**config.mk**
```make
export PLATFORM = sky130hd
export DESIGN_NAME = weight_stream_reader
export DESIGN_NICKNAME = d
export VERILOG_FILES = /design/src/rtl/weight_pkg.sv /design/src/rtl/skid_fifo2.sv /design/src/rtl/weight_stream_reader.sv
export SDC_FILE = /design/constraint.sdc
export NUM_CORES = 1
export LEC_CHECK = 0
export ABC_AREA = 1
export CORE_MARGIN = 2
export CORE_UTILIZATION = 30
export DETAILED_ROUTE_END_ITERATION = 10
export GPL_TIMING_DRIVEN = 1
export PLACE_DENSITY = 0.45
export SYNTH_ARGS = -nofsm -noshare
export SYNTH_HDL_FRONTEND = slang
export SYNTH_SLANG_ARGS = --single-unit
```
**constraint.sdc**
```tcl
create_clock -name clk -period 9 [get_ports clk]
set_input_delay 2.25 -clock clk [delete_from_list [all_inputs] [get_ports clk]]
set_output_delay 2.25 -clock clk [all_outputs]
set_load 0.01 [all_outputs]
```
**src/rtl/weight_pkg.sv**
```systemverilog
// Shared types and constants for the weight RAM read path: geometry, FSM states,
// stream tag layout and the autoencoder layer table.
package weight_pkg;

   localparam int DATA_W = 16;
   localparam int ADDR_W = 33;
   localparam int DIM_W  = 10;
   localparam int DEPTH  = 790388;

   typedef enum logic [1:0] {
      ST_IDLE   = 2'd0,
      ST_BIAS   = 2'd1,
      ST_WEIGHT = 2'd2,
      ST_DRAIN  = 2'd3
   } wsr_state_t;

   typedef struct packed {
      logic             bias;
      logic [DIM_W-1:0] row;
      logic [DIM_W-1:0] col;
      logic             last_row;
      logic             last_layer;
   } wsr_tag_t;

   localparam int TAG_W = $bits(wsr_tag_t);

   // Words in one layer block (biases plus weights), one bit wider than an index.
   function automatic logic [ADDR_W:0] layer_words(input int unsigned din, input int unsigned dout);
      return (ADDR_W+1)'(dout) * ((ADDR_W+1)'(din) + (ADDR_W+1)'(1));
   endfunction

   // Autoencoder layer table, blocks packed back to back from index 0.
   localparam logic [DIM_W-1:0] L0_D_IN  = DIM_W'(784);
   localparam logic [DIM_W-1:0] L0_D_OUT = DIM_W'(400);
   localparam logic [DIM_W-1:0] L1_D_IN  = DIM_W'(400);
   localparam logic [DIM_W-1:0] L1_D_OUT = DIM_W'(200);
   localparam logic [DIM_W-1:0] L2_D_IN  = DIM_W'(200);
   localparam logic [DIM_W-1:0] L2_D_OUT = DIM_W'(400);
   localparam logic [DIM_W-1:0] L3_D_IN  = DIM_W'(400);
   localparam logic [DIM_W-1:0] L3_D_OUT = DIM_W'(784);

   localparam logic [ADDR_W-1:0] L0_BASE = '0;
   localparam logic [ADDR_W-1:0] L1_BASE = L0_BASE + ADDR_W'(layer_words(784, 400));
   localparam logic [ADDR_W-1:0] L2_BASE = L1_BASE + ADDR_W'(layer_words(400, 200));
   localparam logic [ADDR_W-1:0] L3_BASE = L2_BASE + ADDR_W'(layer_words(200, 400));

endpackage

```
**src/rtl/skid_fifo2.sv**
```systemverilog
// Two-entry FIFO carrying {tag, data} from the RAM read port to the output stream.
// The head entry only moves on pop, so the output is stable while stalled.
module skid_fifo2 #(
   parameter int W = 8
) (
   input  logic         clk,
   input  logic         rst,
   input  logic         push,
   input  logic [W-1:0] push_data,
   input  logic         pop,
   output logic [W-1:0] head,
   output logic [1:0]   count
);

   logic [W-1:0] mem [2];
   logic         wr_ptr;
   logic         rd_ptr;
   logic         push_ok;
   logic         pop_ok;

   assign pop_ok  = pop && (count != 2'd0);
   assign push_ok = push && ((count != 2'd2) || pop_ok);
   assign head    = mem[rd_ptr];

   always_ff @(posedge clk or posedge rst) begin
      if (rst) begin
         mem[0] <= '0;
         mem[1] <= '0;
         wr_ptr <= 1'b0;
         rd_ptr <= 1'b0;
         count  <= 2'd0;
      end else begin
         if (push_ok) begin
            mem[wr_ptr] <= push_data;
            wr_ptr      <= ~wr_ptr;
         end
         if (pop_ok)
            rd_ptr <= ~rd_ptr;
         count <= count + {1'b0, push_ok} - {1'b0, pop_ok};
      end
   end

endmodule

```
**src/rtl/weight_stream_reader.sv**
```systemverilog
// Reads one layer block (biases, then row-major weights) from the weight RAM and
// streams it with tags under full backpressure. Define WSR_CHECKSUM_EN for the checksum port.
//
// state     | meaning
// ST_IDLE   | waiting for start; validates the request
// ST_BIAS   | issuing d_out bias reads
// ST_WEIGHT | issuing d_in*d_out weight reads
// ST_DRAIN  | all reads issued; waiting for the FIFO and in-flight read to empty
module weight_stream_reader
   import weight_pkg::*;
#(
   parameter int DATA_W = weight_pkg::DATA_W,
   parameter int ADDR_W = weight_pkg::ADDR_W,
   parameter int DIM_W  = weight_pkg::DIM_W,
   parameter int DEPTH  = weight_pkg::DEPTH
) (
   input  logic              clk,
   input  logic              rst,
   input  logic              start,
   input  logic [ADDR_W-1:0] base,
   input  logic [DIM_W-1:0]  d_in,
   input  logic [DIM_W-1:0]  d_out,
   output logic              busy,
   output logic              done,
   output logic              err,
   output logic [ADDR_W-1:0] ram_index,
   output logic              ram_write,
   input  logic [DATA_W-1:0] ram_data,
   output logic [DATA_W-1:0] out_data,
   output logic              out_valid,
   input  logic              out_ready,
   output logic              out_bias,
   output logic [DIM_W-1:0]  out_row,
   output logic [DIM_W-1:0]  out_col,
   output logic              out_last_row,
   output logic              out_last_layer
`ifdef WSR_CHECKSUM_EN
   ,
   output logic [31:0]       checksum
`endif
);

   localparam logic [ADDR_W:0] DEPTH_X = (ADDR_W+1)'(DEPTH);

   wsr_state_t        state;
   wsr_state_t        state_next;
   logic [DIM_W-1:0]  d_in_q;
   logic [DIM_W-1:0]  d_out_q;
   logic [DIM_W-1:0]  row_q;
   logic [DIM_W-1:0]  col_q;
   logic [ADDR_W-1:0] idx_q;
   logic              inflight_q;
   wsr_tag_t          tag_q;
   wsr_tag_t          issue_tag;
   wsr_tag_t          head_tag;
   logic              done_q;
   logic              err_q;

   logic [ADDR_W:0]   n_words;
   logic [ADDR_W:0]   end_idx;
   logic              req_ok;
   logic              accept;
   logic              reject;
   logic              drain_done;
   logic              issue;
   logic              row_last;
   logic              col_last;
   logic              final_issue;
   logic [1:0]        occ;
   logic [1:0]        occ_after;
   logic              pop;
   logic [2:0]        level;
   logic [TAG_W+DATA_W-1:0] fifo_head;

   assign n_words = layer_words(int'(d_in), int'(d_out));
   assign end_idx = {1'b0, base} + n_words;
   assign req_ok  = (d_in != '0) && (d_out != '0) && (end_idx <= DEPTH_X);

   assign out_valid = (occ != 2'd0);
   assign pop       = out_valid && out_ready;
   assign occ_after = occ - {1'b0, pop};

   // Occupancy after this cycle's pop plus the read still in flight must leave a free slot.
   assign level = {1'b0, occ} + {2'b00, inflight_q} - {2'b00, pop};
   assign issue = ((state == ST_BIAS) || (state == ST_WEIGHT)) && (level < 3'd2);

   assign row_last    = (row_q == d_out_q - DIM_W'(1));
   assign col_last    = (col_q == d_in_q - DIM_W'(1));
   assign final_issue = (state == ST_WEIGHT) && col_last && row_last;

   always_comb begin
      issue_tag            = '0;
      issue_tag.bias       = (state == ST_BIAS);
      issue_tag.row        = row_q;
      issue_tag.col        = (state == ST_BIAS) ? '0 : col_q;
      issue_tag.last_row   = (state == ST_BIAS) ? row_last : col_last;
      issue_tag.last_layer = final_issue;
   end

   always_comb begin
      state_next = state;
      accept     = 1'b0;
      reject     = 1'b0;
      drain_done = 1'b0;
      case (state)
         ST_IDLE: begin
            if (start) begin
               if (req_ok) begin
                  accept     = 1'b1;
                  state_next = ST_BIAS;
               end else begin
                  reject = 1'b1;
               end
            end
         end
         ST_BIAS: begin
            if (issue && row_last)
               state_next = ST_WEIGHT;
         end
         ST_WEIGHT: begin
            if (issue && final_issue)
               state_next = ST_DRAIN;
         end
         ST_DRAIN: begin
            if (!inflight_q && (occ_after == 2'd0)) begin
               drain_done = 1'b1;
               state_next = ST_IDLE;
            end
         end
         default: state_next = ST_IDLE;
      endcase
   end

   always_ff @(posedge clk or posedge rst) begin
      if (rst) begin
         state  <= ST_IDLE;
         done_q <= 1'b0;
         err_q  <= 1'b0;
      end else begin
         state  <= state_next;
         done_q <= reject || drain_done;
         if (reject)
            err_q <= 1'b1;
         else if (accept)
            err_q <= 1'b0;
      end
   end

   always_ff @(posedge clk or posedge rst) begin
      if (rst) begin
         d_in_q     <= '0;
         d_out_q    <= '0;
         row_q      <= '0;
         col_q      <= '0;
         idx_q      <= '0;
         inflight_q <= 1'b0;
         tag_q      <= '0;
      end else begin
         inflight_q <= issue;
         if (issue)
            tag_q <= issue_tag;
         if (accept) begin
            d_in_q  <= d_in;
            d_out_q <= d_out;
            row_q   <= '0;
            col_q   <= '0;
            idx_q   <= base;
         end else if (issue) begin
            // Index stays on the last word so it never walks past the block.
            if (!final_issue)
               idx_q <= idx_q + ADDR_W'(1);
            if (state == ST_BIAS) begin
               row_q <= row_last ? '0 : row_q + DIM_W'(1);
            end else if (col_last) begin
               col_q <= '0;
               if (!row_last)
                  row_q <= row_q + DIM_W'(1);
            end else begin
               col_q <= col_q + DIM_W'(1);
            end
         end
      end
   end

   skid_fifo2 #(.W(TAG_W + DATA_W)) u_fifo (
      .clk       (clk),
      .rst       (rst),
      .push      (inflight_q),
      .push_data ({tag_q, ram_data}),
      .pop       (pop),
      .head      (fifo_head),
      .count     (occ)
   );

   assign head_tag       = fifo_head[DATA_W +: TAG_W];
   assign out_data       = fifo_head[DATA_W-1:0];
   assign out_bias       = head_tag.bias;
   assign out_row        = head_tag.row;
   assign out_col        = head_tag.col;
   assign out_last_row   = head_tag.last_row;
   assign out_last_layer = head_tag.last_layer;

   assign busy      = (state != ST_IDLE);
   assign done      = done_q;
   assign err       = err_q;
   assign ram_index = idx_q;
   assign ram_write = 1'b0;

`ifdef WSR_CHECKSUM_EN
   always_ff @(posedge clk or posedge rst) begin
      if (rst)
         checksum <= '0;
      else if (accept)
         checksum <= '0;
      else if (pop)
         checksum <= checksum + {{(32-DATA_W){1'b0}}, out_data};
   end
`endif

endmodule

```
==> summary.md, run 1 <==
• **critical path's slowest cell** sky130_fd_sc_hd__fa_1
• **number of hold-slack violations in the final timing report** 0
• **# nets final** 2631
• **share of the yosys chip area belonging to registers** 29.9%
• **first-pass GRT wire length** 75700 microns
• **hold slack** 485 ps
• **top-level I/O count** 150
• **period utilisation layout** 94.9%
• **Area growth, synth to finish** 24.7%
• **vias in the first global route** 14175
• **endpoint kind of the worst setup timing path** flip-flop
• **cells after synthesis** 2171
• **cell area after layout** 19100 sq um
• **GRT Residual Overflow** 0
• **Slowest Stage Delay on Critical Path** 560 ps
• **FF+latch count, synth** 183
• **worst slack, placed** -413 ps
• **source-to-sink clock delay at the later pin of the worst-skew pair** 440 ps
• **category of the worst setup path launch point** primary input
• **Synth cell types** 43
• **post-synthesis net count** 2412
• **detailed-route wire length** 46300 microns
• **layout cells sized above 1** 8.82%
• **maximum level of the CTS H-tree** 4
• **floorplan die width** 230 microns
• **CTS Buffer Depth** 2
• **count of vias placed by the detailed router** 14007
• **maximum number of pins on one net before global-route repair** 111
• **site row count** 82
• **min-delay worst type** reg -> reg
• **number of buffer and inverter stages on the critical path** 10
• **cell area after technology mapping** 15300 sq um
• **CTS tree** done
• **required time at the worst-slack endpoint** 9330 ps
• **maximum ir drop on the vdd rail** 0.282 mV
• **number of DRC markers in iteration 0** 911
• **TNS Setup** 0 ps
• **final max-slew violation count** 0
• **total of max-cap violations** 0
• **count of input and output buffers** 148
• **number of synthesis warnings** 0
• **average footprint of a synthesized cell** 7.06 sq um
• **Via-to-Cell Ratio** 4.56
• **worst setup path category** in -> reg
• **worst slew pin tran** 1010 ps
• **initial cell density of the core** 30.5%
• **clock buffer count from CTS** 17
• **post-detailed-route count of antenna-violating nets** 0
• **shortest period the worst path allows** 8540 ps
• **arrival time reported for the critical path endpoint** 8870 ps
• **number of enable flip-flop cells after synthesis** 0
• **power per unit of standard cell area** 307 nW/um^2
• **GRT Resource Usage Total** 18.0%
• **CTS clock-pin slew for the worst setup and hold paths** 70 ps
• **static leakage** 9.89 nW
• **Fmax achieved** 117 MHz
• **Core Region** 50300 sq um
• **gp weighted congestion** 0.864
• **fraction of registers with async set/reset** 100%
• **number of detailed-routing iterations run before antenna repair** 5
• **Post-synth top flop** sky130_fd_sc_hd__dfrtp_1
• **Worst path most repeated cell** sky130_fd_sc_hd__nand2_1
• **DRC viols** 0
• **Final Worst Setup Slack** 461 ps
• **die outline height** 230 microns
• **Final Skew** 10.1 ps
• **floorplan die area** 52900 sq um
• **result of the run** finished, final reports clean
• **worst relative slew slack** 32.5%
• **number of antenna cells inserted** 0
• **total of endpoints with negative setup slack in the final report** 0
• **Detail Placement HPWL** 36900 microns
• **post-placement cell area** 18300 sq um
• **fillers** 5347
• **antenna violations before repair** 0
• **critical path fanouts, max** 16
• **wire length per cell** 15.1 microns
• **root cell of the clock tree** sky130_fd_sc_hd__clkbuf_16
• **cell class contributing the biggest share of worst-path delay** adder cells
• **# clock sinks** 183
-- registers in the layout (all words and copies together) (netlist names) --
signal	cells
state	2
u_fifo.count	2
u_fifo.rd_ptr	1
ram_index	33
d_out_q	10
done	1
err	1
tag_q	23
col_q	10
u_fifo.mem	78
u_fifo.wr_ptr	1
inflight_q	1
d_in_q	10
row_q	10
-- cells by family after synthesis --
kind of cell / Yosys count / synth area share, %
AND/OR/NAND/NOR: 1117 / 30.3
buffers and inverters: 451 / 11.2
flip-flops: 183 / 29.9
AO/OA/AOI/OAI: 173 / 5.90
adder cells (fa/ha/maj): 168 / 18.2
XOR/XNOR: 78 / 4.46
other: 1 / 0.0245
-- worst reg2reg max path: stages, from the launching register on --
cell,delay (ps)
sky130_fd_sc_hd__dfrtp_1,420
sky130_fd_sc_hd__inv_1,170
sky130_fd_sc_hd__nand2_1,100
sky130_fd_sc_hd__nand2_1,120
sky130_fd_sc_hd__inv_1,50
sky130_fd_sc_hd__ha_1,270
sky130_fd_sc_hd__inv_1,90
sky130_fd_sc_hd__nand2_1,70
sky130_fd_sc_hd__fa_1,490
sky130_fd_sc_hd__nand2_1,60
sky130_fd_sc_hd__nor3_2,200
sky130_fd_sc_hd__buf_4,370
sky130_fd_sc_hd__clkinv_1,400
sky130_fd_sc_hd__nor2_1,410
sky130_fd_sc_hd__inv_1,220
sky130_fd_sc_hd__o22ai_1,150
-- timing repair --
item                                    CTS  global route
hold buffers                              0             0
gates resized for setup                   0            62
hold endpoints to repair                  0             0
endpoints found under the setup margin    0            77
setup buffers                             0             2
-- metal layers --
metal,wire length [microns],track usage [%]
met3,1600,2.42
met1,21100,23.3
met4,743,4.42
met2,22800,31.7
met5,0,0
-- cell usage in the layout, fill, tap and decap left out, types with 21 or more instances in the layout --
cell                              synthesis  final
sky130_fd_sc_hd__nor2_1                 179    168
sky130_fd_sc_hd__o21ai_0                113    108
sky130_fd_sc_hd__nand4_1                 35     35
sky130_fd_sc_hd__buf_4                    3    104
sky130_fd_sc_hd__nand2_2                  1     21
sky130_fd_sc_hd__o21ai_1                 20     22
sky130_fd_sc_hd__nand3_1                131    128
sky130_fd_sc_hd__a21oi_1                 23     22
sky130_fd_sc_hd__clkdlybuf4s50_1          0    148
sky130_fd_sc_hd__fa_1                    92     91
sky130_fd_sc_hd__ha_1                    76     70
sky130_fd_sc_hd__xor2_1                  53     53
sky130_fd_sc_hd__nor3_1                  29     28
sky130_fd_sc_hd__nand2_1                699    679
sky130_fd_sc_hd__xnor2_1                 25     25
sky130_fd_sc_hd__inv_1                  388    380
sky130_fd_sc_hd__dfrtp_1                183    183
-- layout make-up --
| type | instances | area [sq um] | share of cell area (%) |
|---|---|---|---|
| timing repair buffer | 258 | 2370 | 12.4 |
| inverter | 393 | 1490 | 7.77 |
| multi-input combinational | 1537 | 9210 | 48.2 |
| sequential | 183 | 4580 | 24.0 |
| clock inverter | 13 | 175 | 0.917 |
| tap | 672 | 841 | 4.40 |
| clock buffer | 19 | 443 | 2.32 |
-- path summary, 6_finish.rpt --
kind | startpoint | endpoint | cells past startpoint | slack [ps]
worst max-delay path | d_in[0] | col_q[8]$_DFFE_PP0P_ | 37 | 460
worst min-delay path | u_fifo.mem[34]$_DFFE_PP0P_ | u_fifo.mem[34]$_DFFE_PP0P_ | 2 | 490
worst max register to register | u_fifo.count[1]$_DFF_PP0_ | tag_q[2]$_DFFE_PP0P_ | 15 | 5330
worst min register to register | u_fifo.mem[34]$_DFFE_PP0P_ | u_fifo.mem[34]$_DFFE_PP0P_ | 2 | 490
max in group asynchronous | rst | row_q[1]$_DFFE_PP0P_ | 3 | 5010
min in group asynchronous | rst | u_fifo.mem[65]$_DFFE_PP0P_ | 2 | 2350
-- where the power goes --
part / internal [mW] / leakage [nW] / total, mW / switching (mW)
logic: 1.65 / 7.19 / 3.90 / 2.26
clock network: 0.448 / 0.296 / 0.788 / 0.340
registers: 1.04 / 2.40 / 1.17 / 0.129
-- Yosys cell counts, types with 3 or more instances --
cell / instances / share of area, %
sky130_fd_sc_hd__fa_1: 92 / 12
sky130_fd_sc_hd__dfrtp_1: 183 / 30
sky130_fd_sc_hd__nor2_2: 3 / 0.12
sky130_fd_sc_hd__nand3_1: 131 / 4.3
sky130_fd_sc_hd__o22ai_1: 8 / 0.33
sky130_fd_sc_hd__nand3b_1: 6 / 0.29
sky130_fd_sc_hd__or2_2: 5 / 0.20
sky130_fd_sc_hd__or2_0: 6 / 0.24
sky130_fd_sc_hd__a22oi_1: 4 / 0.20
sky130_fd_sc_hd__xor2_1: 53 / 3.0
sky130_fd_sc_hd__nor3_1: 29 / 0.95
sky130_fd_sc_hd__clkbuf_1: 43 / 1.1
sky130_fd_sc_hd__nand4_1: 35 / 1.4
sky130_fd_sc_hd__clkinv_1: 3 / 0.073
sky130_fd_sc_hd__o21ai_1: 20 / 0.65
sky130_fd_sc_hd__buf_2: 9 / 0.29
sky130_fd_sc_hd__nor2_1: 179 / 4.4
sky130_fd_sc_hd__o21ai_0: 113 / 3.7
sky130_fd_sc_hd__a21oi_1: 23 / 0.75
sky130_fd_sc_hd__nor4_1: 10 / 0.41
sky130_fd_sc_hd__xnor2_1: 25 / 1.4
sky130_fd_sc_hd__ha_1: 76 / 6.2
sky130_fd_sc_hd__inv_1: 388 / 9.5
sky130_fd_sc_hd__nand2_1: 699 / 17
sky130_fd_sc_hd__buf_4: 3 / 0.15
-- stage by stage --
step	util (%)	power (mW)	cells
after floorplan	-	3.45	2171
after global placement	36.4	4.87	3041
after detailed placement	36.4	4.88	3041
after CTS	37.6	5.70	3073
after global routing	38.0	6.51	3075
final	38.0	5.86	3075
No activity file was read; power rests on OpenSTA's default activity.
==> inputs of run 2 (changes only) <==
--- a/config.mk
+++ b/config.mk
@@ -13,4 +13,5 @@
 export PLACE_DENSITY = 0.45
 export SYNTH_ARGS = -nofsm -noshare
 export SYNTH_HDL_FRONTEND = slang
+export SYNTH_HIERARCHICAL = 1
 export SYNTH_SLANG_ARGS = --single-unit
==> run 2 against run 1 <==
Compared with the run above: cell count increased by 2.0%; clock power decreased by 5.3%; synthesized cell count increased by 2.8%; via count increased by 4.6%; setup slack got worse by 160 ps; core utilization decreased by 0.62 points; largest power group unchanged.
==> summary.md, run 2 <==
• **result of the run** finished, final reports clean
• **endpoint kind of the worst setup timing path** flip-flop
• **maximum ir drop on the vdd rail** 0.401 mV
• **share of the synthesized area in compound gates (AO/OA/AOI/OAI)** 3.43%
• **average footprint of a synthesized cell** 7.09 sq um
• **Switch Pwr** 2.99 mW
• **critical path fanouts, max** 19
• **critical path's slowest cell** sky130_fd_sc_hd__fa_1
• **wire length per cell** 15.8 microns
• **power per unit of standard cell area** 308 nW/um^2
• **post-placement cell area** 18700 sq um
• **final max-slew violation count** 0
• **Largest Register** u_fifo/mem
• **first-pass GRT wire length** 80400 microns
• **# clock sinks** 183
• **simple-gate share of the synthesized area** 35.8%
• **number of antenna cells inserted** 0
• **fraction of registers with async set/reset** 100%
• **Fmax achieved** 115 MHz
• **number of hold-slack violations in the final timing report** 0
• **Power Internal** 3.04 mW
• **Detail Placement HPWL** 38700 microns
• **maximum level of the CTS H-tree** 4
• **Area growth, synth to finish** 23.7%
• **period utilisation layout** 96.6%
• **cell area after layout** 19600 sq um
• **detailed-route wire length** 49700 microns
• **cells after synthesis** 2231
• **count of vias placed by the detailed router** 14655
• **arrival time reported for the critical path endpoint** 9010 ps
• **category of the worst setup path launch point** primary input
• **multiplexer area fraction after synthesis** 0%
• **TNS Setup** 0 ps
• **DRC viols** 0
• **root cell of the clock tree** sky130_fd_sc_hd__clkbuf_16
• **required time at the worst-slack endpoint** 9320 ps
• **proportion of power drawn by combinational gates** 69.0%
• **source-to-sink clock delay at the later pin of the worst-skew pair** 450 ps
• **GRT Residual Overflow** 0
• **floorplan die width** 234 microns
• **die outline height** 234 microns
• **static leakage** 10.2 nW
• **worst setup path category** in -> reg
• **CTS Buffer Depth** 2
• **Largest register FFs** 78
• **FF+latch count, synth** 183
• **vias in the first global route** 14917
• **min-delay worst type** reg -> reg
• **count of input and output buffers** 148
• **initial cell density of the core** 30.2%
• **Final Skew** 7.74 ps
• **shortest period the worst path allows** 8690 ps
• **worst slew pin tran** 1030 ps
• **post-cts hold buffer count** 0
• **gp weighted congestion** 0.852
• **multi-input gate area in the final layout** 9850 sq um
• **commonest cells after routing, fill and taps aside** 782 x sky130_fd_sc_hd__nand2_1, 319 x sky130_fd_sc_hd__inv_1, 182 x sky130_fd_sc_hd__dfrtp_1, 147 x sky130_fd_sc_hd__nor2_1, 147 x sky130_fd_sc_hd__clkdlybuf4s50_1
• **floorplan die area** 54600 sq um
• **number of DRC markers in iteration 0** 744
• **area share of xor/xnor cells in the synthesized design** 3.65%
• **number of synthesis warnings** 6
• **Synth cell types** 49
• **maximum number of pins on one net before global-route repair** 83
• **site row count** 84
• **CTS clock-pin slew for the worst setup and hold paths** 70 ps
• **sequential cell area in the final layout** 4580 sq um
• **total of endpoints with negative setup slack in the final report** 0
• **post-detailed-route count of antenna-violating nets** 0
• **number of enable flip-flop cells after synthesis** 0
• **GRT Resource Usage Total** 18.8%
• **antenna violations before repair** 0
• **cell type with the largest total area after synthesis** sky130_fd_sc_hd__dfrtp_1
• **most frequent cell after synthesis** sky130_fd_sc_hd__nand2_1
• **switching part of the total** 49.6%
• **commonest non-fill, non-tap cell in the layout** sky130_fd_sc_hd__nand2_1
• **layout cells sized above 1** 10.4%
• **cell types with the highest counts after synthesis** 792 x sky130_fd_sc_hd__nand2_1, 327 x sky130_fd_sc_hd__inv_1, 183 x sky130_fd_sc_hd__dfrtp_1
• **relative contribution of the clock network to total power** 12.4%
• **clock buffer count from CTS** 17
• **CTS tree** done
• **cell area after technology mapping** 15800 sq um
• **largest family of logic cells by synthesized area** simple AND/OR/NAND/NOR gates
• **Post-synth top flop** sky130_fd_sc_hd__dfrtp_1
• **worst relative slew slack** 31.3%
• **top-level I/O count** 150
• **leading post-synthesis cells by cell area** sky130_fd_sc_hd__dfrtp_1 29%, sky130_fd_sc_hd__nand2_1 19%, sky130_fd_sc_hd__fa_1 12%, sky130_fd_sc_hd__inv_1 7.8%, sky130_fd_sc_hd__ha_1 6.0%
• **worst slack, placed** -690 ps
• **Yosys top cell area share** 28.9%
• **Reg power frac** 18.7%
• **Via-to-Cell Ratio** 4.67
• **Core Region** 52300 sq um
• **Final Worst Setup Slack** 305 ps
• **fillers** 5615
• **Worst path most repeated cell** sky130_fd_sc_hd__nand2_1
• **number of detailed-routing iterations run before antenna repair** 5
• **# nets final** 2677
• **Slowest Stage Delay on Critical Path** 560 ps
• **share of the yosys chip area belonging to registers** 28.9%
• **post-synthesis net count** 2472
• **total of max-cap violations** 0
• **share of synthesized cell area in full adder, half adder and majority cells** 17.6%
[run 2: worst max-delay path, delay by kind of cell]
kind | cells | cell delay (ps)
AOI/OAI and AO/OA | 2 | 180
and+or+nand+nor | 20 | 2020
buffers and inverters | 11 | 1460
adders and majority gates | 7 | 3090
[run 2: layout make-up]
cell class	instances	share of cell area (%)
repair buffers	259	12.3
clock buffers	22	2.47
clock inverters	9	0.479
multi-input cells	1631	50.4
well taps	688	4.40
flip-flops and latches	183	23.4
inverters	344	6.63
[run 2: path summary, 6_finish.rpt]
path	start	to	slack (ps)	cells after the start
max in group asynchronous	rst	inflight_q$_DFF_PP0_	5540	3
min	u_fifo/mem[42]$_DFFE_PP0P_	u_fifo/mem[42]$_DFFE_PP0P_	470	2
min reg2reg	u_fifo/mem[42]$_DFFE_PP0P_	u_fifo/mem[42]$_DFFE_PP0P_	470	2
max reg2reg	u_fifo/count[1]$_DFF_PP0_	col_q[9]$_DFFE_PP0P_	5520	14
max	d_in[1]	d_out_q[7]$_DFFE_PP0P_	310	40
min in group asynchronous	rst	u_fifo/count[0]$_DFF_PP0_	2160	2
[run 2: stage by stage]
| step | util, % | total power [mW] | instances | hold slack, ps |
|---|---|---|---|---|
| floorplan | - | 3.58 | 2231 | 442 |
| global placement | 35.7 | 4.98 | 3096 | 453 |
| detailed placement | 35.7 | 4.99 | 3096 | 458 |
| CTS | 36.8 | 5.80 | 3128 | 475 |
| global route | 37.4 | 6.64 | 3136 | 489 |
| finish | 37.4 | 6.03 | 3136 | 471 |
[run 2: metal layers]
metal | vias up | global-route usage, % | share of wire, %
met2 | 266 | 32.4 | 49
met3 | 55 | 2.19 | 3.7
met1 | 6988 | 24.4 | 45
met4 | 0 | 5.80 | 2.2
met5 | - | 0 | 0
li1 | 7346 | - | -
[run 2: power by group through the flow]
stage                     Sequential (mW)  Clock (mW)  Combinational [mW]
after CTS                            1.12       0.772                3.90
after global placement               1.14           0                3.84
final                                1.13       0.746                4.16
after floorplan                      1.11           0                2.46
after global routing                 1.15       0.800                4.69
after detailed placement             1.14           0                3.85
[run 2: kinds of logic (layout without fill, tap and decap cells)]
group                    after synthesis  after routing
flip-flops                           183            183
buffers and inverters                419            634
AND/OR/NAND/NOR                     1294           1295
AO/OA/AOI/OAI                        100            101
XOR/XNOR                              66             66
other                                  1              1
adder cells (fa/ha/maj)              168            168
[run 2: timing repair]
item	CTS	global route
buffers inserted	0	7
resized for setup	6	57
cloned	1	1
endpoints found under the hold margin	0	0
endpoints found under the setup margin	75	77
pin swaps	2	19
==> inputs of run 3 (changes only) <==
==> constraint.sdc (replaced) <==
create_clock -name clk -period 9 [get_ports clk]
set_input_delay 2.7 -clock clk [delete_from_list [all_inputs] [get_ports clk]]
set_output_delay 2.7 -clock clk [all_outputs]
set_load 0.01 [all_outputs]
==> run 3 against run 2 <==
Compared with the run above: clock-buffer cell count decreased by 3; core utilization increased by 1.2 points; wire length increased by 0.56%; maximum frequency increased by 0.31%; clock power about the same; via count increased by 1.2%; cell count increased by 1.4%; combinational power increased by 9.6%; sequential share of layout area decreased by 0.72 points; first-iteration DRC count increased by 20%.
==> summary.md, run 3 (same netlist as run 2, synthesis figures left out) <==
• **result of the run** finished, final reports clean
• **layout cells sized above 1** 14.6%
• **power per unit of standard cell area** 319 nW/um^2
• **antenna violations before repair** 0
• **Final Skew** 13.4 ps
• **Via-to-Cell Ratio** 4.66
• **Largest register FFs** 78
• **maximum number of pins on one net before global-route repair** 83
• **period utilisation layout** 96.3%
• **post-detailed-route count of antenna-violating nets** 0
• **root cell of the clock tree** sky130_fd_sc_hd__clkbuf_16
• **count of vias placed by the detailed router** 14830
• **total of endpoints with negative setup slack in the final report** 0
• **Largest Register** u_fifo/mem
• **fillers** 5557
• **arrival time reported for the critical path endpoint** 9000 ps
• **number of buffer and inverter stages on the critical path** 12
• **number of detailed-routing iterations run before antenna repair** 5
• **cell area after layout** 20200 sq um
• **floorplan die area** 54600 sq um
• **hold slack** 470 ps
• **required time at the worst-slack endpoint** 9340 ps
• **GRT Residual Overflow** 0
• **worst relative slew slack** 29.8%
• **die outline height** 234 microns
• **source-to-sink clock delay at the later pin of the worst-skew pair** 450 ps
• **wire length per cell** 15.7 microns
• **worst slew pin tran** 1050 ps
• **maximum level of the CTS H-tree** 4
• **clock buffer count from CTS** 17
• **commonest non-fill, non-tap cell in the layout** sky130_fd_sc_hd__nand2_1
• **site row count** 84
• **critical path's slowest cell** sky130_fd_sc_hd__fa_1
• **shortest period the worst path allows** 8670 ps
• **initial cell density of the core** 30.2%
• **total of max-cap violations** 0
• **first-pass GRT wire length** 80200 microns
• **CTS Buffer Depth** 2
• **final core utilization** 38.6%
• **critical path fanouts, max** 8
• **commonest cells after routing, fill and taps aside** 746 x sky130_fd_sc_hd__nand2_1, 311 x sky130_fd_sc_hd__inv_1, 182 x sky130_fd_sc_hd__dfrtp_1, 144 x sky130_fd_sc_hd__clkdlybuf4s50_1, 142 x sky130_fd_sc_hd__buf_4
• **number of hold-slack violations in the final timing report** 0
• **Fmax achieved** 115 MHz
• **endpoint kind of the worst setup timing path** flip-flop
• **Final Worst Setup Slack** 332 ps
• **top-level I/O count** 150
• **DRC viols** 0
• **number of DRC markers in iteration 0** 892
• **post-placement cell area** 18900 sq um
• **category of the worst setup path launch point** primary input
• **Core Region** 52300 sq um
• **reg-to-reg startpoint** u_fifo/count[1]$_DFF_PP0_
• **Detail Placement HPWL** 38800 microns
• **power consumption** 6.43 mW
• **cell class contributing the biggest share of worst-path delay** adder cells
• **Top Metal Used** met4
• **vias in the first global route** 14730
• **CTS tree** done
• **worst setup path category** in -> reg
• **Met2 Routed Length** 24300 microns
• **worst setup path startpoint** d_in[4]
• **CTS clock-pin slew for the worst setup and hold paths** 70 ps
• **floorplan die width** 234 microns
• **final max-slew violation count** 0
• **GRT Resource Usage Total** 18.8%
• **static leakage** 10.5 nW
• **gp weighted congestion** 0.871
• **worst slack, placed** -1060 ps
• **Area growth, synth to finish** 27.6%
• **number of antenna cells inserted** 0
• **hold path start** u_fifo/mem[34]$_DFFE_PP0P_
• **min-delay worst type** reg -> reg
• **Slowest Stage Delay on Critical Path** 550 ps
• **maximum ir drop on the vdd rail** 0.367 mV
• **metal3 WL** 1940 microns
• **# clock sinks** 183
• **# nets final** 2721
• **M1 wire length** 22600 microns
• **detailed-route wire length** 50000 microns
• **count of input and output buffers** 148
## run 3: worst reg2reg max path: stages (launching register included)
cell	delay, ps
sky130_fd_sc_hd__dfrtp_1	470
sky130_fd_sc_hd__o21a_1	240
sky130_fd_sc_hd__ha_1	270
sky130_fd_sc_hd__inv_1	70
sky130_fd_sc_hd__nand2_1	60
sky130_fd_sc_hd__fa_1	490
sky130_fd_sc_hd__nand2_1	60
sky130_fd_sc_hd__nor3_2	160
sky130_fd_sc_hd__buf_4	240
sky130_fd_sc_hd__inv_2	310
sky130_fd_sc_hd__nor2_1	400
sky130_fd_sc_hd__inv_1	270
sky130_fd_sc_hd__o21ai_0	320
sky130_fd_sc_hd__nand4_1	150
sky130_fd_sc_hd__nand2_1	100
## run 3: area by class of cell
type | instances | area [sq um] | area share (%)
Clock buffer | 19 | 453 | 2.24
Tap cell | 688 | 861 | 4.26
Inverter | 344 | 1300 | 6.45
Timing Repair Buffer | 302 | 2750 | 13.6
Multi-Input combinational cell | 1632 | 10100 | 50.1
Clock inverter | 13 | 120 | 0.595
Sequential cell | 183 | 4580 | 22.7
## run 3: stage by stage
stage / cells / setup TNS, ps
global route: 3181 / -188
CTS: 3164 / 0
global placement: 3125 / -75660
finish: 3181 / 0
detailed placement: 3125 / -75150
floorplan: 2231 / 0
## run 3: path summary, 6_finish.rpt
kind	end	slack [ps]	depth (start not counted)
worst max-delay path	d_out_q[5]$_DFFE_PP0P_	330	36
worst min-delay path	u_fifo/mem[34]$_DFFE_PP0P_	470	2
worst max register to register	col_q[9]$_DFFE_PP0P_	5320	14
worst min register to register	u_fifo/mem[34]$_DFFE_PP0P_	470	2
max in group asynchronous	inflight_q$_DFF_PP0_	5080	3
min in group asynchronous	u_fifo/mem[49]$_DFFE_PP0P_	2640	2
## run 3: power breakdown
part / leakage (nW) / total [mW] / internal, mW / switching [mW]
Combinational: 7.80 / 4.56 / 1.86 / 2.70
Sequential: 2.45 / 1.12 / 0.992 / 0.130
Clock: 0.281 / 0.746 / 0.399 / 0.347
## run 3: layer usage
| metal | global-route usage [%] | vias to the layer above |
|---|---|---|
| li1 | - | 7437 |
| met1 | 24.5 | 7081 |
| met2 | 32.2 | 263 |
| met3 | 2.47 | 49 |
| met4 | 6.07 | 0 |
| met5 | 0 | - |
## run 3: timing repair
item | in CTS | in global routing
buffers inserted | 5 | 15
endpoints found under the setup margin | 77 | 77
pin swaps | 38 | 59
hold buffers | 0 | 0
gates cloned | 2 | 2
resized for setup | 68 | 83
==> edit 1 (flow settings as in run 1) <==
The package constant `DIM_W` goes from 10 to 14.
--- a/src/rtl/weight_pkg.sv
+++ b/src/rtl/weight_pkg.sv
@@ -5,5 +5,5 @@
    localparam int DATA_W = 16;
    localparam int ADDR_W = 33;
-   localparam int DIM_W  = 10;
+   localparam int DIM_W  = 14;
    localparam int DEPTH  = 790388;
 
Interface: changed (resized d_in, d_out, out_col and out_row); port bits go from 150 to 166. No check against the original RTL was run, so the function may have changed too.
==> edit 1 against run 1 <==
Non-clock buffer count grew 126. Synthesized area up 36%. Wire length up 46%. Worst setup slack lost 0.26 ns. Core utilization rose by 1.6 points. Worst hold slack worse by 0.0045 ns. Clock skew grew 0.0043 ns. Cell area up 42%. Sequential cell count increased by 40. Via count up 34%. Critical endpoint is now ram_index[4].
Power is not shown: default switching activity piles up to over one toggle a cycle in this logic, so the estimate is an artifact.
==> edit 1: results (changes against run 1) <==
[worst_hold_path]
whs_path_depth=2  ; unchanged
hold_start=u_fifo.mem[30]
hold_path_end=u_fifo.mem[30]

[timing]
slew_headroom=0.257  ; -0.0684
fin_hold_ws_ns=0.481  ; -0.00448 ns
worst_slack_ns=0.197  ; -0.264 ns
finalClockSkew_ns=0.0144  ; +0.00433 ns

[cts]
clock_path_buffers=3  ; +1
cts_buffers=28  ; +11
cts_resized=73  ; +73
cts-root-buf=clkbuf_16
post_cts_buffers=4  ; +4
clk_pin_slew_ns=0.06
clk_latency_ns=0.56  ; +0.12 ns
h-tree-depth=1  ; -3

[routing]
num_vias=18700  ; +34%
drtIter0Drc=1084  ; +19%
vias_per_cell=4.51  ; -1.0%
totalWireLength_mm=67.7  ; +46%

[layout]
largest_reg_flops=94  ; +21%
fin_nets=3575  ; +36%
regMostFlops=u_fifo.mem
drive_above_1_share=0.164  ; +0.0760

[global_routing]
grt_pass1_wl_mm=107  ; +41%
grt_max_degree=188  ; +69%
grt_use_total=0.190  ; +0.0102

[placement]
dp_hpwl_mm=54.5  ; +48%
dp.cells=4077  ; +34%
gp_congestion=0.909  ; +5.2%
port_buffers=164  ; +11%
place_ws_ns=-1.60  ; -1.19 ns
placed_area_sq_mm=0.0249  ; +36%

[yosys]
synth-adder-area-share=0.241  ; +0.0592
synthTopCellsByArea=dfrtp_1 27%, fa_1 18%, nand2_1 16%, inv_1 9.9%, ha_1 6.6%
synth_compound_area_frac=0.0531  ; -0.00594
syn_nets=3251  ; +35%
synth-seq-area-share=0.267  ; -0.0316
synth.distinct_cells=46  ; +7.0%
ys_warn_count=0  ; unchanged
synth_commonest_cells=875 x nand2_1, 549 x inv_1, 258 x nor2_1
synthMuxAreaShare=0  ; unchanged
synth-xor-area-share=0.0388  ; -0.00581
synth_cells=2877  ; +33%

[setup_path]
r2r_setup_slack_ns=4.73  ; -0.60 ns
r2r_end=ram_index[28]
cp.arrival_ns=9.25  ; +0.38 ns
r2r_cells=14  ; -1
worstSetupStartpoint=d_in[0]
crit_fanout=7  ; -9
r2r_start=u_fifo.count[1]
cp-endpoint=ram_index[4]
crit_family=adder cells

[run_status]
status=completed

-- edit 1: cell families after synthesis --
family          count (synthesis)
xor+xnor                       90
flops                         223
other cells                     1
buf+inv                       645
compound gates                212
fa+ha+maj                     293
simple gates                 1413
-- edit 1: metal layers --
metal	wire (um)	vias up	global-route usage	share of wire
met5	0	-	0	0
met4	1910	0	0.0479	0.028
met3	2540	81	0.0207	0.038
met2	32500	327	0.324	0.48
met1	30700	8975	0.259	0.45
li1	-	9345	-	-
-- edit 1: cell type report --
| cell class | count | area, sq um |
|---|---|---|
| sequential | 223 | 5580 |
| inverter | 554 | 2110 |
| fill | 7162 | 41500 |
| clock inverter | 14 | 116 |
| timing repair buffer | 384 | 3600 |
| multi-input combinational | 2010 | 13800 |
| tap | 931 | 1160 |
| clock buffer | 37 | 785 |
-- edit 1: tightest hold or removal path, delay by kind of cell, from the launching register on --
kind | cells | cell delay [ns]
AND/OR/NAND/NOR | 1 | 0.05
AO/OA/AOI/OAI | 1 | 0.05
flip-flops | 1 | 0.34
==> edit 2 (settings of run 1) <==
Made on the original files. Put one more register stage on the output `err`, with the module's reset. The value now appears one clock later. The other outputs are not delayed to match.
--- a/src/rtl/weight_stream_reader.sv
+++ b/src/rtl/weight_stream_reader.sv
@@ -203,5 +203,11 @@
    assign busy      = (state != ST_IDLE);
    assign done      = done_q;
-   assign err       = err_q;
+   always_ff @(posedge clk or posedge rst) begin
+      if (rst) begin
+         err <= '0;
+      end else begin
+         err <= err_q;
+      end
+   end
    assign ram_index = idx_q;
    assign ram_write = 1'b0;
Check against the original RTL: not equivalent (a bounded check fails within 4 cycles, from zero or initial values and one cycle with rst high).
==> edit 2 against run 1 <==
Non-clock buffer count up 19. Sequential cell count up 1. Worst setup slack worse by 0.061 ns. Largest cell class unchanged. Synthesized area up 0.28%. Wire length up 4.5%. Clock power down 6.9%. Critical endpoint is now col_q[5]. Total power up 7.3%. Worst hold slack worse by 0.053 ns. Cell area up 1.4%.
==> edit 2: results (changes against run 1) <==
[run_status]
status=completed

[routing]
vias_per_cell=4.58  ; +0.63%
totalWireLength_mm=48.4  ; +4.5%

[global_routing]
grt_max_degree=106  ; -4.5%
antenna_found_initial=3  ; +3
grt_use_total=0.188  ; +0.00745
grt_pass1_vias=14500  ; +2.3%
grt_pass1_wl_mm=78.3  ; +3.4%

[worst_hold_path]
whs_path_depth=0  ; -2

[placement]
place_ws_ns=-0.555  ; -0.142 ns
gp_congestion=0.888  ; +2.8%
dp.cells=3075  ; +1.1%
dp_hpwl_mm=39.2  ; +6.3%

[yosys]
synth.distinct_cells=44  ; +2.3%
synthTopCellsByArea=dfrtp_1 30%, nand2_1 18%, fa_1 12%, inv_1 9.6%, ha_1 6.2%
synth_cells=2186  ; +0.69%
synth_commonest_cells=727 x nand2_1, 394 x inv_1, 184 x dfrtp_1

[timing]
finalClockSkew_ns=0.00872  ; -0.00137 ns
slew_headroom=0.299  ; -0.0258

[setup_path]
crit_fanout=10  ; -6
cp.arrival_ns=8.93  ; +0.06 ns
r2r_cells=17  ; +2

[pwr]
peakVddDrop_mv=0.358  ; +27%
internal-power_mw=3.31  ; +5.7%

[layout]
drive_above_1_share=0.102  ; +0.0141
fin_nets=2671  ; +1.5%

[edit 2: cell count changes after synthesis, moves of 3 or more]
| cell | delta |
|---|---|
| nand3_1 | -17 |
| clkbuf_1 | -5 |
| a21oi_1 | +6 |
| inv_1 | +6 |
| or2_0 | +3 |
| or2_2 | +3 |
| nor3_1 | +4 |
| xnor2_1 | -8 |
| nand4_1 | -9 |
| nand2_1 | +28 |
[edit 2: layout make-up]
type / count / area [sq um]
well taps: 672 / 841
clock buffers: 20 / 467
flip-flops and latches: 184 / 4610
multi-input cells: 1550 / 9300
inverters: 400 / 1520
clock inverters: 12 / 104
fillers: 5355 / 31000
repair buffers: 277 / 2540
[edit 2: metrics by stage]
| stage | setup TNS (ns) | cell area, sq um |
|---|---|---|
| finish | 0 | 19400 |
| global route | -0.0295 | 19400 |
| CTS | 0 | 19000 |
| detailed placement | -34.54 | 18400 |
| global placement | -35.53 | 18400 |
| floorplan | 0 | 15400 |
[edit 2: path summary, 6_finish.rpt]
check	startpoint	end	slack, ns
max	d_in[2]	col_q[5]	0.40
min	err_q	err	0.43
max reg2reg	u_fifo.count[1]	ram_index[14]	5.28
min reg2reg	err_q	err	0.43
max in group asynchronous	rst	u_fifo.mem[62]	5.12
min in group asynchronous	rst	ram_index[31]	2.35
[edit 2: logic make-up after synthesis]
| family | count (synthesis) | share of synthesized area |
|---|---|---|
| compound gates | 183 | 0.0625 |
| xor+xnor | 68 | 0.0388 |
| fa+ha+maj | 168 | 0.182 |
| flops | 184 | 0.300 |
| simple gates | 1130 | 0.304 |
| buf+inv | 452 | 0.113 |
| other cells | 1 | 0.000244 |
[edit 2: what timing repair did]
item	4_1_cts	5_1_grt
cloned	0	1
setup endpoints to repair	48	77
pin swaps	0	31
gates resized for setup	6	69
setup buffers	0	7
[edit 2: worst reg2reg max path, stage by stage (launching register included)]
cell     delay, ns
dfrtp_1       0.42
inv_1         0.16
nand2_1       0.11
nand2_1       0.13
inv_1         0.06
ha_1          0.27
inv_1         0.10
nand2_1       0.07
fa_1          0.49
nand2_1       0.08
nor3_4        0.42
nand2_2       0.30
inv_2         0.57
nand3_1       0.15
nand2_1       0.12
nand2_1       0.07
nand2_1       0.06
inv_1         0.03
[edit 2: power by group through the flow]
stage / Combinational [mW] / Sequential, mW / Clock (mW)
after floorplan: 2.44 / 1.23 / 0
after global placement: 4.01 / 1.26 / 0
after detailed placement: 4.02 / 1.26 / 0
after CTS: 4.05 / 1.25 / 0.759
after global routing: 4.87 / 1.28 / 0.788
final: 4.31 / 1.25 / 0.734
[edit 2: per-layer routing]
metal  track usage  part of all wire
met1         0.247              0.46
met2         0.322              0.48
met3        0.0221             0.039
met4        0.0554             0.021
met5             0                 0
